<file path="src/rtl/ps2_rx_fifo.sv">
// ps2_rx_fifo
// Fully synchronous PS/2 keyboard receiver with an event FIFO.
//
// Receive path:
//   - Synchronises the raw keyboard clock and data lines.
//   - Debounces the keyboard clock.
//   - Checks the start, odd-parity and stop bits of each frame.
//   - Folds the E0 (extended) and F0 (break) prefixes into flags.
// Each complete key event is buffered in a first-word-fall-through FIFO.
//
// Ports:
//   clock_fpga  system clock
//   reset       asynchronous active-high reset, clears all state
//   clock_key   raw PS/2 clock (asynchronous)
//   data_key    raw PS/2 data (asynchronous)
//   rd_en       pop head event, ignored while valid=0
//   valid       FIFO holds at least one event
//   code_out    scan code of the head event, prefixes stripped
//   is_break    head event was preceded by F0
//   is_ext      head event was preceded by E0
//   fifo_count  number of events held, 0..FIFO_DEPTH
//   overflow    sticky, an event was dropped because the FIFO was full
//   parity_err  one-cycle pulse on a frame rejected for parity
//   frame_err   one-cycle pulse on a bad stop bit or an inter-bit timeout
module ps2_rx_fifo #(
  parameter int FILTER_LEN     = 8,
  parameter int TIMEOUT_CYCLES = 50000,
  parameter int FIFO_DEPTH     = 8,
  localparam int CNT_W         = $clog2(FIFO_DEPTH) + 1
) (
  input  logic             clock_fpga,
  input  logic             reset,
  input  logic             clock_key,
  input  logic             data_key,
  input  logic             rd_en,
  output logic             valid,
  output logic [7:0]       code_out,
  output logic             is_break,
  output logic             is_ext,
  output logic [CNT_W-1:0] fifo_count,
  output logic             overflow,
  output logic             parity_err,
  output logic             frame_err
);

  localparam int AW = $clog2(FIFO_DEPTH);
  localparam int TO_W = $clog2(TIMEOUT_CYCLES + 1);
  localparam logic [7:0] FILT_LAST = 8'(FILTER_LEN - 1);
  localparam logic [TO_W-1:0] TO_LAST = TO_W'(TIMEOUT_CYCLES - 1);
  localparam logic [CNT_W-1:0] FULL_COUNT = CNT_W'(FIFO_DEPTH);

  typedef enum logic [1:0] {IDLE, SHIFT, PARITY, STOP} state_t;

  logic [1:0]      clk_sync;
  logic [1:0]      dat_sync;
  logic            filt_clk;
  logic [7:0]      filt_cnt;
  logic            fall_evt;
  state_t          state;
  logic [2:0]      bit_idx;
  logic [7:0]      shift_reg;
  logic            par_bit;
  logic [TO_W-1:0] to_cnt;
  logic            byte_vld;
  logic [7:0]      byte_data;
  logic            ext_flag;
  logic            brk_flag;
  logic            push;
  logic            pop;
  logic            full;
  logic            wr;
  logic [9:0]      mem [FIFO_DEPTH];
  logic [AW-1:0]   wr_ptr;
  logic [AW-1:0]   rd_ptr;
  logic [CNT_W-1:0] count;

  // Two-stage synchronisers for both keyboard lines.
  // Both idle high so a reset does not look like a start bit.
  always_ff @(posedge clock_fpga or posedge reset) begin
    if (reset) begin
      clk_sync <= 2'b11;
      dat_sync <= 2'b11;
    end else begin
      clk_sync <= {clk_sync[0], clock_key};
      dat_sync <= {dat_sync[0], data_key};
    end
  end

  // Clock debounce filter.
  // The counter tracks how many consecutive samples have disagreed with the
  // filtered level. The level flips on the FILTER_LEN-th disagreeing sample.
  // A falling flip raises fall_evt for exactly one cycle.
  always_ff @(posedge clock_fpga or posedge reset) begin
    if (reset) begin
      filt_clk <= 1'b1;
      filt_cnt <= '0;
      fall_evt <= 1'b0;
    end else begin
      fall_evt <= 1'b0;
      if (clk_sync[1] == filt_clk) begin
        filt_cnt <= '0;
      end else if (filt_cnt == FILT_LAST) begin
        filt_clk <= clk_sync[1];
        filt_cnt <= '0;
        fall_evt <= filt_clk;
      end else begin
        filt_cnt <= filt_cnt + 8'd1;
      end
    end
  end

  // Frame checker.
  // It moves only on filtered falling edges, sampling data in the same cycle.
  // An accepted byte raises byte_vld for one cycle so prefix decode can act on it.
  // The inter-bit watchdog abandons a stalled frame. It leaves the prefix
  // flags alone because those live in the decode block.
  always_ff @(posedge clock_fpga or posedge reset) begin
    if (reset) begin
      state      <= IDLE;
      bit_idx    <= '0;
      shift_reg  <= '0;
      par_bit    <= 1'b0;
      to_cnt     <= '0;
      byte_vld   <= 1'b0;
      byte_data  <= '0;
      parity_err <= 1'b0;
      frame_err  <= 1'b0;
    end else begin
      byte_vld   <= 1'b0;
      parity_err <= 1'b0;
      frame_err  <= 1'b0;
      if (fall_evt) begin
        to_cnt <= '0;
        case (state)
          IDLE: begin
            if (!dat_sync[1]) begin
              state   <= SHIFT;
              bit_idx <= '0;
            end
          end
          SHIFT: begin
            shift_reg <= {dat_sync[1], shift_reg[7:1]};
            bit_idx   <= bit_idx + 3'd1;
            if (bit_idx == 3'd7) begin
              state <= PARITY;
            end
          end
          PARITY: begin
            par_bit <= dat_sync[1];
            state   <= STOP;
          end
          STOP: begin
            state <= IDLE;
            // A bad stop bit takes precedence over a parity failure.
            if (!dat_sync[1]) begin
              frame_err <= 1'b1;
            end else if (!(^{shift_reg, par_bit})) begin
              parity_err <= 1'b1;
            end else begin
              byte_vld  <= 1'b1;
              byte_data <= shift_reg;
            end
          end
          default: state <= IDLE;
        endcase
      end else if (state == IDLE) begin
        to_cnt <= '0;
      end else if (to_cnt == TO_LAST) begin
        to_cnt    <= '0;
        state     <= IDLE;
        frame_err <= 1'b1;
      end else begin
        to_cnt <= to_cnt + TO_W'(1);
      end
    end
  end

  assign push = byte_vld && (byte_data != 8'hE0) && (byte_data != 8'hF0);

  // Prefix decode.
  // E0 and F0 only set flags. Any other accepted byte is pushed together
  // with the current flags, then both flags are cleared for the next key.
  always_ff @(posedge clock_fpga or posedge reset) begin
    if (reset) begin
      ext_flag <= 1'b0;
      brk_flag <= 1'b0;
    end else if (byte_vld) begin
      if (byte_data == 8'hE0) begin
        ext_flag <= 1'b1;
      end else if (byte_data == 8'hF0) begin
        brk_flag <= 1'b1;
      end else begin
        ext_flag <= 1'b0;
        brk_flag <= 1'b0;
      end
    end
  end

  assign valid = (count != '0);
  assign full  = (count == FULL_COUNT);
  assign pop   = rd_en && valid;
  // When the FIFO is full, a simultaneous pop frees the slot being written.
  assign wr    = push && (!full || pop);

  // Event storage. It needs no reset because the outputs are masked by valid.
  always_ff @(posedge clock_fpga) begin
    if (wr) begin
      mem[wr_ptr] <= {byte_data, brk_flag, ext_flag};
    end
  end

  // FIFO pointers, occupancy and the sticky overflow flag.
  // The pointers wrap naturally because the depth is a power of two.
  always_ff @(posedge clock_fpga or posedge reset) begin
    if (reset) begin
      wr_ptr   <= '0;
      rd_ptr   <= '0;
      count    <= '0;
      overflow <= 1'b0;
    end else begin
      if (wr) begin
        wr_ptr <= wr_ptr + AW'(1);
      end
      if (pop) begin
        rd_ptr <= rd_ptr + AW'(1);
      end
      case ({wr, pop})
        2'b10:   count <= count + CNT_W'(1);
        2'b01:   count <= count - CNT_W'(1);
        default: count <= count;
      endcase
      if (push && full && !pop) begin
        overflow <= 1'b1;
      end
    end
  end

  assign fifo_count = count;
  assign {code_out, is_break, is_ext} = valid ? mem[rd_ptr] : 10'd0;

endmodule

</file>
<file path="config.mk">
export PLATFORM = sky130hd
export DESIGN_NAME = ps2_rx_fifo
export DESIGN_NICKNAME = d
export VERILOG_FILES = /design/src/rtl/ps2_rx_fifo.sv
export SDC_FILE = /design/constraint.sdc
export NUM_CORES = 1
export LEC_CHECK = 0
export CAP_MARGIN = 20
export CORE_ASPECT_RATIO = 1.4
export CORE_UTILIZATION = 31
export CTS_CLUSTER_SIZE = 40
export DETAILED_ROUTE_END_ITERATION = 8
export HOLD_SLACK_MARGIN = 0.15
export PLACE_DENSITY = 0.54
export SLEW_MARGIN = 10
export SYNTH_ARGS = -nofsm -noshare
export SYNTH_HDL_FRONTEND = slang
export SYNTH_SLANG_ARGS = --single-unit
</file>
<file path="constraint.sdc">
create_clock -name clock_fpga -period 2.95 [get_ports clock_fpga]
set_input_delay 0.4425 -clock clock_fpga [delete_from_list [all_inputs] [get_ports clock_fpga]]
set_output_delay 0.4425 -clock clock_fpga [all_outputs]
set_load 0.02 [all_outputs]
</file>
==> impl_metrics.toml <==
[cells_and_area]
seqCellArea_um2 = 4110
top_register = "mem"
diodes = 0
largestRegisters = "mem (80), to_cnt (16)"
multi_input_area_um2 = 2001
area_growth_syn_to_layout_pct = 20.14
finalNetCount = 470
largest_register_ffs = 80
fin_area_um2 = 7441
drive_gt1_frac = 0.2151
fill_cells = 1827

[critical_path]
critPathMaxFanout = 22
crit_required_ps = 2510
r2r_cells = 11
critical_path.startpoint_type = "flip-flop"
r2r_start = "byte_data[7]"
r2r_slack_ps = 390
endpoint_kind = "output port"
criticalPathCategory = "reg2out"
r2r_end = "fifo_count[2]"
arrival_ps = 2320

[clock_tree]
cts_root_buf = "clkbuf_16"
htree_levels = 4
cts_tree = "done"
cts_buffers = 17
cts_setup_buffers = 0
path_clk_slew_ps = 70
cts_resized = 0
clock_latency_ps = 420
cts_hold_buf = 0
cts.sinks = 148
cts_max_path_buffers = 2

[synth]
async_flop_share = 0.4595
synth-edff-count = 80
yosysWarnings = 0
syn_nets = 427
synth_area_leaders = "edfxtp_1 39%, dfrtp_1 25%, mux4_2 7.3%"
synth-seq-cells = 148
synth_cell_type_count = 43
yosysSeqAreaShare = 0.6636
syn_avg_cell_area_um2 = 15.14
synthCells = 409
synth-main-ff-cell = "edfxtp_1"
synth_top_area_share = 0.3879
syn-cell-area_um2 = 6193
yosysTopAreaCell = "edfxtp_1"

[flow_run]
drv_cap = 0

[global_routing]
grt_use_total = 0.1231
grt_start_max_net_pins = 30
grt_pass1_wl_um = 18800
grt_pass1_vias = 3495
antenna_found_initial = 0
overflow = 0

[detailed_routing]
drc = 0
ant_nets = 0
drt-pass1-iter-count = 4
vias = 3343
routed_wirelength_um = 11360
viasPerCell = 4.689
drt-initial-drc-count = 121
post_drt_wl_per_cell_um = 15.93

[floorplanning]
dieArea_um2 = 20560
die_w_um = 121.5
start_util = 0.3198
core.rowCount = 60
die_height_um = 169.2
ios = 23
core_area_um2 = 19370

[place]
gp_congestion = 0.7576
dpl_cell_area_um2 = 6832
dp_hpwl_um = 7343
io_buffer_count = 22

[min_path]
hold_depth = 0
hold_class = "reg2reg"
hold_start = "dat_sync[0]"
holdPathEnd = "dat_sync[1]"

[sta]
fmax_ghz = 0.3620
min_period_ps = 2762
fin_skew_ps = 8.508
post-route-period-util = 0.9364
rsz0062_at_grt = "no"
finalSetupTns_ps = 0
hold_violations = 0
drv_slew = 0
slew_headroom = 0.5938
worstMarginPinSlew_ps = 608.5
setup_viol = 0

[run_status]
outcome = "finished, final reports clean"

[power]
p_leak_nw = 3.056
peakVddDrop_mv = 0.3340
power_density_nw_per_um2 = 715.4
==> cells by family (layout without fill, tap and decap cells) <==
kind of cell,Yosys count,after routing,synth area share
compound gates,20,20,0.02202
xor+xnor,38,38,0.05495
mux,50,50,0.1271
fa+ha+maj,13,13,0.02626
simple gates,114,114,0.08970
buf+inv,26,82,0.01636
flops,148,148,0.6636
==> worst max-delay path by stage <==
stage | cells after the start | endpoint | startpoint | slack [ps]
floorplan | 6 | mem[2][0] | fifo_count[1] | 210
global placement | 11 | fifo_count[2] | byte_data[7] | 380
detailed placement | 11 | fifo_count[2] | byte_data[7] | 370
CTS | 5 | code_out[7] | rd_ptr[0] | 100
global route | 5 | code_out[7] | rd_ptr[0] | 40
finish | 5 | code_out[7] | rd_ptr[0] | 190
==> critical path, stage by stage, from the launching register on <==
cell             delay [ps]
dfrtp_1                 370
buf_12                  220
mux4_2                  520
mux2i_1                 200
nor2_1                   60
clkdlybuf4s50_1         530
==> metrics by stage <==
stage	instances	power, mW	hold slack (ps)	worst slack (ps)	util
floorplan	409	2.897	345.2	206.7	-
global placement	681	3.162	345.8	385.0	0.3527
detailed placement	681	3.175	346.8	366.1	0.3527
CTS	713	5.401	357.1	103.4	0.3842
global route	713	5.543	362.8	43.83	0.3842
finish	713	5.323	356.3	187.6	0.3842
==> power breakdown <==
group          total [mW]  switching, mW  internal, mW
Sequential           2.36          0.113          2.25
Combinational       0.750          0.376         0.374
Clock                2.21          0.927          1.29
Total                5.32           1.42          3.91
==> cells in the mapped netlist, types with 3 or more instances <==
cell / count
edfxtp_1: 80
dfrtp_1: 63
nor2_1: 44
xnor2_1: 22
mux4_2: 20
nand2_1: 20
mux2_2: 19
xor2_1: 15
ha_1: 13
inv_1: 12
nand3_1: 12
clkbuf_1: 11
mux2i_1: 10
a21oi_1: 6
nor3_1: 6
and3_1: 5
dfstp_2: 5
nand2b_1: 4
nor4_1: 4
o21ai_0: 4
buf_2: 3
nand3b_1: 3
nand4_1: 3
==> cell type report <==
| cell class | count | share of cell area |
|---|---|---|
| Sequential cell | 148 | 0.5524 |
| Inverter | 12 | 0.006053 |
| Clock inverter | 15 | 0.02472 |
| Multi-Input combinational cell | 235 | 0.2689 |
| Tap cell | 248 | 0.04170 |
| Timing Repair Buffer | 38 | 0.04910 |
| Clock buffer | 17 | 0.05717 |
==> layout by cell type, fill, tap and decap left out, types with 3 or more instances in the layout <==
master           count
a21oi_1              6
and3_1               5
buf_4               14
clkbuf_16           17
clkdlybuf4s50_1     22
dfrtp_1             63
dfstp_2              5
edfxtp_1            80
ha_1                13
inv_1               11
inv_6                4
inv_8                5
mux2_2              19
mux2i_1             10
mux4_2              20
nand2_1             20
nand2b_1             4
nand3_1             12
nand3b_1             3
nand4_1              3
nor2_1              44
nor3_1               6
o21ai_0              4
xnor2_1             22
xor2_1              15
==> layer usage <==
metal  vias up  routed length (um)  global-route usage
met5         -                   0                   0
met4         0                 122             0.04133
met3         8                 314             0.03629
met2        43                6181              0.2174
met1      1704                4737              0.1404
li1       1588                   -                   -
Note: power is estimated with default switching activity, not from simulation.
